<file path="src/rtl/qsqrt_seq_if.sv">
`default_nettype none
// ============================================================================
// Module   : qsqrt_seq_if
// Purpose  : Start/complete handshake bundle for the sequential fixed-point
//            square-root unit.
// Ports    : i_start     - start request (master -> slave)
//            i_radicand  - sign-magnitude Q-format operand (master -> slave)
//            o_root      - sign-magnitude Q-format root (slave -> master)
//            o_busy      - operation in progress (slave -> master)
//            o_complete  - one-cycle result-valid pulse (slave -> master)
//            o_error     - negative-input flag, valid with o_complete
// Revision : 1.0 - initial release
// ============================================================================
interface qsqrt_seq_if #(
   parameter int N = 32
);
   logic         i_start;
   logic [N-1:0] i_radicand;
   logic [N-1:0] o_root;
   logic         o_busy;
   logic         o_complete;
   logic         o_error;

   modport master (
      output i_start, i_radicand,
      input  o_root, o_busy, o_complete, o_error
   );

   modport slave (
      input  i_start, i_radicand,
      output o_root, o_busy, o_complete, o_error
   );
endinterface
`default_nettype wire

</file>
<file path="src/rtl/qsqrt_seq.sv">
`default_nettype none
// ============================================================================
// Module   : qsqrt_seq
// Purpose  : Sequential square root of a sign-magnitude Q fixed-point value.
//            Digit-by-digit restoring algorithm, one root bit per clock.
//            Result = floor(sqrt(m * 2^Q)), m = input magnitude.
// Ports    : clk  - system clock, rising edge
//            rst  - asynchronous active-high reset
//            bus  - qsqrt_seq_if.slave (i_start, i_radicand, o_root,
//                   o_busy, o_complete, o_error)
// Revision : 1.0 - initial release
// ============================================================================
module qsqrt_seq #(
   parameter int Q = 16,
   parameter int N = 32
) (
   input  wire logic   clk,
   input  wire logic   rst,
   qsqrt_seq_if.slave  bus
);

   localparam int c_ITER = (N - 1 + Q + 1) / 2;   // root bits / iterations
   localparam int c_XW   = 2 * c_ITER;            // operand, padded to even
   localparam int c_RW   = c_ITER + 2;            // remainder width
   localparam int c_CW   = $clog2(c_ITER);

   localparam logic [c_CW-1:0] c_CNT_INIT = c_CW'(c_ITER - 1);

   localparam logic [1:0] c_IDLE = 2'd0;
   localparam logic [1:0] c_BUSY = 2'd1;
   localparam logic [1:0] c_DONE = 2'd2;

   logic [1:0]        r_state;
   logic [c_XW-1:0]   r_x;
   logic [c_RW-1:0]   r_rem;
   logic [c_ITER-1:0] r_root;
   logic [c_CW-1:0]   r_cnt;
   logic              r_neg;
   logic [N-1:0]      r_root_out;
   logic              r_busy;
   logic              r_complete;
   logic              r_error;

   logic [N-2:0]      w_mag;
   logic              w_neg;
   logic [c_XW-1:0]   w_x_init;
   logic [c_RW-1:0]   w_rem_sh;
   logic [c_RW-1:0]   w_trial;
   logic              w_fits;

   assign w_mag    = bus.i_radicand[N-2:0];
   // Negative zero is treated as +0, so only a non-zero magnitude errors.
   assign w_neg    = bus.i_radicand[N-1] && (w_mag != '0);
   assign w_x_init = {{(c_XW-N+1){1'b0}}, w_mag} << Q;

   // Bring down the next two operand bits and form the trial divisor.
   assign w_rem_sh = {r_rem[c_RW-3:0], r_x[c_XW-1 -: 2]};
   assign w_trial  = {r_root, 2'b01};
   // The two remainder MSBs are zero between steps; folding them in keeps the
   // comparison exact over the whole register.
   assign w_fits   = (|r_rem[c_RW-1 -: 2]) || (w_rem_sh >= w_trial);

   always_ff @(posedge clk or posedge rst) begin
      if (rst) begin
         r_state    <= c_IDLE;
         r_x        <= '0;
         r_rem      <= '0;
         r_root     <= '0;
         r_cnt      <= '0;
         r_neg      <= 1'b0;
         r_root_out <= '0;
         r_busy     <= 1'b0;
         r_complete <= 1'b0;
         r_error    <= 1'b0;
      end else begin
         case (r_state)
            c_IDLE: begin
               r_complete <= 1'b0;
               if (bus.i_start) begin
                  r_x     <= w_x_init;
                  r_rem   <= '0;
                  r_root  <= '0;
                  r_neg   <= w_neg;
                  r_busy  <= 1'b1;
                  r_error <= 1'b0;
                  // The error path makes a single dummy pass through BUSY so
                  // its result lands two edges after acceptance.
                  r_cnt   <= w_neg ? '0 : c_CNT_INIT;
                  r_state <= c_BUSY;
               end
            end
            c_BUSY: begin
               r_x    <= r_x << 2;
               r_rem  <= w_fits ? (w_rem_sh - w_trial) : w_rem_sh;
               r_root <= {r_root[c_ITER-2:0], w_fits};
               r_cnt  <= r_cnt - 1'b1;
               if (r_cnt == '0) begin
                  r_state <= c_DONE;
               end
            end
            c_DONE: begin
               r_complete <= 1'b1;
               r_busy     <= 1'b0;
               r_error    <= r_neg;
               r_root_out <= r_neg ? '0 : {{(N-c_ITER){1'b0}}, r_root};
               r_state    <= c_IDLE;
            end
            default: begin
               r_state <= c_IDLE;
            end
         endcase
      end
   end

   assign bus.o_root     = r_root_out;
   assign bus.o_busy     = r_busy;
   assign bus.o_complete = r_complete;
   assign bus.o_error    = r_error;

endmodule
`default_nettype wire
</file>
<file path="src/flat_wrapper.sv">
// flat-port wrapper written by rule: the top's interface ports become plain ports
module qsqrt_seq_flat 
#(
   parameter int Q = 16,
   parameter int N = 32
)
  (clk, rst, bus_i_start, bus_i_radicand, bus_o_root, bus_o_busy, bus_o_complete, bus_o_error);
  qsqrt_seq_if #(.N(N)) bus_i ();
  input  wire logic clk;
  input  wire logic rst;
  input wire logic [$bits(bus_i.i_start)-1:0] bus_i_start;
  input wire logic [$bits(bus_i.i_radicand)-1:0] bus_i_radicand;
  output wire logic [$bits(bus_i.o_root)-1:0] bus_o_root;
  output wire logic [$bits(bus_i.o_busy)-1:0] bus_o_busy;
  output wire logic [$bits(bus_i.o_complete)-1:0] bus_o_complete;
  output wire logic [$bits(bus_i.o_error)-1:0] bus_o_error;
  assign bus_i.i_start = bus_i_start;
  assign bus_i.i_radicand = bus_i_radicand;
  assign bus_o_root = bus_i.o_root;
  assign bus_o_busy = bus_i.o_busy;
  assign bus_o_complete = bus_i.o_complete;
  assign bus_o_error = bus_i.o_error;
  qsqrt_seq #(.Q(Q), .N(N)) u_core (.clk(clk), .rst(rst), .bus(bus_i));
endmodule
</file>
<file path="config.mk">
export PLATFORM = sky130hd
export DESIGN_NAME = qsqrt_seq_flat
export DESIGN_NICKNAME = d
export VERILOG_FILES = /design/src/rtl/qsqrt_seq_if.sv /design/src/rtl/qsqrt_seq.sv /design/src/flat_wrapper.sv
export SDC_FILE = /design/constraint.sdc
export NUM_CORES = 1
export LEC_CHECK = 0
export BUFFER_PORTS_ARGS = -buffer_cell sky130_fd_sc_hd__buf_2
export CAP_MARGIN = 20
export CORE_MARGIN = 2
export CORE_UTILIZATION = 59
export DETAILED_ROUTE_END_ITERATION = 8
export GPL_ROUTABILITY_DRIVEN = 0
export GPL_TIMING_DRIVEN = 0
export PLACE_DENSITY_LB_ADDON = 0.08
export SLEW_MARGIN = 20
export SYNTH_ARGS = -nofsm -noshare
export SYNTH_HDL_FRONTEND = slang
export SYNTH_SLANG_ARGS = --single-unit
</file>
<file path="constraint.sdc">
create_clock -name clk -period 5.9 [get_ports clk]
set_input_delay 1.475 -clock clk [delete_from_list [all_inputs] [get_ports clk]]
set_output_delay 1.475 -clock clk [all_outputs]
set_load 0.005 [all_outputs]
</file>
# == Word-level counts from Yosys, hierarchy flattened ==
# Cells that the tools add are included.
# totals
ff_bits,141
in_bits,35
output_inout_bits,35
# classes
add_sub_neg,2
order_cmp,1
eq_ne,4
muxes,19
reduce_logical,12
# ops
cell,count
$pmux W48 S2,1
$mux W26,2
$pmux W26 S2,1
$mux W24,2
$mux W48,1
$pmux W24 S2,1
$reduce_bool A31 Y1,1
$ge A26 B26 Y1,1
$sub A26 B26 Y26,1
$mux W5,2
$pmux W5 S2,1
$reduce_and A2 Y1,4
$pmux W1 S2,3
$logic_not A5 Y1,1
$sub A5 B1 Y5 const B,1
$mux W2,2
$pmux W2 S2,1
$reduce_bool A2 Y1,2
$eq A2 B1 Y1 const B,1
$eq A2 B2 Y1 const B,1
$logic_not A2 Y1,1
$mux W1,2
$ne A2 B1 Y1 const B,1
$ne A2 B2 Y1 const B,1
3 further kinds,3

# == Longest topological paths before layout ==
# logic_depth
depth_word,5
ltp_mapped,13
depth_no_buf,10

# == Worst setup path before layout ==
# Ideal clock, no wire load.
# synth_timing
path_kind,input -> register
start,input port bus_i_start
end,register u_core.r_neg
setup_time_ns,0.119
t_arrival_ns,2.424
t_required_ns,5.781
setup_slack_ns,3.357
path_stages,5
n_path_buf,1
path_cell_list,nor2b_1 > clkbuf_1 > nor2b_1 > nand2_1 > o21a_1
# synth_via
elab_chain_cells,1
# synth_rtl
element,line_no,text
from (decl),flat_wrapper.sv:11,input wire logic [$bits(bus_i.i_start)-1:0] bus_i_start;
$reduce_and A2 Y1 (no line),--,
to (signal assigned),qsqrt_seq.sv:83,r_neg <= w_neg;
to (decl),qsqrt_seq.sv:38,logic r_neg;
# Every way passes these cells.
# A chain may end at the register's enable or synchronous reset.

# == Worst setup path in the final report ==
# layout_timing
start,register u_core.r_root[0]
end,register u_core.r_rem[20]
# layout_via
elab_chain_cells,4
# layout_rtl
element,line_no,text
from (decl),qsqrt_seq.sv:36,logic [c_ITER-1:0] r_root;
from (signal assigned),qsqrt_seq.sv:95,"r_root <= {r_root[c_ITER-2:0], w_fits};"
$ge A26 B26 Y1,qsqrt_seq.sv:61,assign w_fits = (|r_rem[c_RW-1 -: 2]) || (w_rem_sh >= w_trial);
$logic_or A1 B1 Y1,qsqrt_seq.sv:61,
$mux W26 (*),qsqrt_seq.sv:94,r_rem <= w_fits ? (w_rem_sh - w_trial) : w_rem_sh;
$pmux W26 S2 (*),qsqrt_seq.sv:76,case (r_state)
to (signal assigned),qsqrt_seq.sv:94,
to (decl),qsqrt_seq.sv:35,logic [c_RW-1:0] r_rem;
# Every way passes the cells marked *; elsewhere a longest branch is shown, timed or not.

==> results.json <==
{
  "status": "finished, final reports clean",
  "drt_wl_total_mm": 16.9,
  "cts_htree_levels": 4,
  "syn_area_um2": 6530,
  "ys_types": 62,
  "grt_max_degree": 73,
  "grt.total_usage_pct": 30.5,
  "dp_slack_ns": 2.84,
  "tns_ns": 0,
  "power_mw": 5.22,
  "cts_setup_buffers": 0,
  "dieHeight_um": 109,
  "drive_above_1_share_pct": 16.0,
  "synth_common_cells": "nand2_1, dfrtp_1, o21ai_0",
  "fmax_mhz": 347,
  "p_int_mw": 2.85,
  "period_minus_slack_ns": 2.88,
  "path_cells": "inv_1, ha_1, nand2b_1, a21oi_1, o41a_1, o21a_1, a21oi_1, o21a_4, buf_6, buf_6, nand3_1, o311ai_1",
  "max_cap_viol_count": 0,
  "powerDensity_nw_per_um2": 684,
  "synth_most_common_cell": "nand2_1",
  "area_delta_synth_final_pct": 16.8,
  "tightest_slew_ns": 0.716,
  "dr.first_iter.drc_count": 534,
  "core-area_um2": 10800,
  "skew_ns": 0.00453,
  "path_clk_slew_ns": 0.06,
  "fp.dieArea_um2": 11900,
  "cpMaxStageDelayCell": "o41a_1",
  "placed_cells": 923,
  "power_frac_comb_pct": 56.0,
  "portBuffers": 61,
  "clock_sinks": 117,
  "crit_buf_inv": 3,
  "setup.worst_path.class": "flip-flop to flip-flop",
  "start_util_pct": 60.3,
  "ff2ff_path_depth": 12,
  "synth_top_area_cell": "dfrtp_1",
  "insertion_delay_ns": 0.53,
  "grt_pass1_vias": 5599,
  "slowest_delay_ns": 0.43,
  "grt_pass1_wl_mm": 27.8,
  "drt_pass1_iterations": 7,
  "cp.depth": 12,
  "drc": 0,
  "cts_resized": 0,
  "clockRootBuffer": "clkbuf_8",
  "yosysSeqAreaShare_pct": 44.8,
  "critPathCaptureType": "flip-flop",
  "critPathTopFamily": "compound AO/OA/AOI/OAI gates",
  "required_ns": 6.31,
  "cts-buffers-inserted": 17,
  "nets": 865,
  "dp_hpwl_mm": 12.2,
  "maxSlewViolCount": 0,
  "slew_headroom_pct": 52.3,
  "num_rows": 38,
  "antenna_cells": 0,
  "start_kind": "flip-flop",
  "switching_share_pct": 45.4,
  "setup_viol_count_final": 0,
  "ctsHoldBuffers": 0,
  "cts_buffer_depth": 2,
  "avgSynthCellArea_um2": 9.15,
  "whs_path_depth": 2,
  "p_sw_mw": 2.37,
  "cp_max_fo": 10,
  "timing.hold.ws_ns": 0.468,
  "rsz0062_at_grt": "no",
  "hold_class": "flip-flop to flip-flop",
  "num_vias": 5784,
  "stdcell_count": 955,
  "p_clk_share_pct": 18.6,
  "die_x_um": 109,
  "synth-seq-cells": 117,
  "antenna_left": 0,
  "hold_viol": 0,
  "setup_ws_ns": 3.02,
  "grt_overflow": 0,
  "antenna_found_initial": 0,
  "yosysTopAreaCellShare_pct": 44.8,
  "synth_edf_count": 0,
  "cts_tree": "done",
  "fin_crit_sh_pct": 48.8,
  "power.leakage_nw": 3.42,
  "via_per_inst": 6.06,
  "irDropWorstVdd_v": 0.000311,
  "async_reset_ff_share_pct": 100,
  "synth.area.top_cells": "dfrtp_1, nand2_1, ha_1",
  "ios": 70,
  "fill_cells": 860,
  "synth-warning-count": 0,
  "power.share.sequential_pct": 25.4,
  "syn-instance-count": 714,
  "arrival_ns": 3.29,
  "wl_per_cell_um": 17.7,
  "synth-main-ff-cell": "dfrtp_1"
}
==> cell type report <==
class	count	area, um^2	share of cell area, %
Buffer	60	307	4.02
Clock buffer	18	428	5.61
Clock inverter	14	129	1.69
Inverter	32	125	1.64
Multi-Input combinational cell	512	3210	42.0
Sequential cell	117	2930	38.4
Tap cell	140	175	2.30
Timing Repair Buffer	62	333	4.36
==> worst register-to-register path: cells and delay by family, from the launching register on <==
kind | cells | cell delay, ns
AOI/OAI and AO/OA | 6 | 1.38
buffers and inverters | 3 | 0.49
DFF | 1 | 0.38
adders and majority gates | 1 | 0.29
and+or+nand+nor | 2 | 0.22
==> placed cells by master (no fill, tap or decap), drive strengths merged, types with 5 or more instances in the layout <==
master | netlist | layout
clkinv | 0 | 5
nor4 | 9 | 9
nor3 | 9 | 9
clkinvlp | 0 | 6
o311ai | 12 | 12
nand2 | 126 | 126
nand2b | 6 | 6
nand4 | 9 | 9
conb | 1 | 8
nor2 | 16 | 16
o21bai | 6 | 6
o21a | 5 | 5
a22oi | 27 | 27
nand3 | 20 | 20
o31ai | 27 | 27
a32oi | 5 | 5
mux2i | 10 | 10
clkbuf | 30 | 48
o21ai | 83 | 83
a21oi | 20 | 20
a21o | 14 | 14
dfrtp | 117 | 117
ha | 28 | 28
xor2 | 10 | 10
inv | 32 | 34
xnor2 | 14 | 14
buf | 30 | 92
==> cell families (layout without fill, tap and decap cells) <==
group           Yosys count  after routing  share of synthesized area [%]
simple gates            217            217                           15.4
buf+inv                  92            186                           6.53
xor+xnor                 24             24                           3.22
flops                   117            117                           44.8
mux                      10             10                           1.53
other cells               1              8                         0.0574
fa+ha+maj                28             28                           5.36
compound gates          225            225                           23.1
==> flip-flops by register name, summed over array words and instances, names as in the netlist <==
| signal | count |
|---|---|
| u_core.r_x | 32 |
| u_core.r_rem | 26 |
| u_core.bus.o_root | 24 |
| u_core.r_root | 24 |
| u_core.r_cnt | 5 |
| u_core.r_state | 2 |
| u_core.bus.o_busy | 1 |
| u_core.bus.o_complete | 1 |
| u_core.bus.o_error | 1 |
| u_core.r_neg | 1 |
==> power by group through the flow <==
stage,clock (mW),combinational [mW],sequential [mW]
4_1_cts,0.981,2.88,1.32
3_3_place_gp,0,2.77,1.31
5_1_grt,1.02,3.21,1.36
3_5_place_dp,0,2.85,1.33
2_1_floorplan,0,2.18,1.28
6_report,0.971,2.92,1.32
==> layer usage <==
metal / global-route usage, % / wire [um] / vias to the layer above
met5: 0 / 0 / -
met4: 9.58 / 256 / 0
met3: 5.86 / 1140 / 31
met2: 48.9 / 7870 / 246
met1: 42.0 / 7600 / 2771
li1: - / - / 2736
==> worst paths after layout <==
check                                      start                     to  slack, ns
setup / recovery                u_core.r_root[0]       u_core.r_rem[20]       3.02
hold / removal             u_core.bus.o_root[12]  u_core.bus.o_root[12]       0.47
setup reg to reg                u_core.r_root[0]       u_core.r_rem[20]       3.02
hold reg to reg            u_core.bus.o_root[12]  u_core.bus.o_root[12]       0.47
max in group asynchronous                    rst       u_core.r_rem[17]       4.26
min in group asynchronous                    rst  u_core.bus.o_complete       0.96
==> per-stage QoR <==
stage	instance area (um^2)	util, %
6_report	7630	70.4
5_1_grt	7630	70.4
4_1_cts	7630	70.4
3_5_place_dp	7070	65.2
3_3_place_gp	7040	64.9
2_1_floorplan	6560	-
No activity file was read; power rests on OpenSTA's default activity.
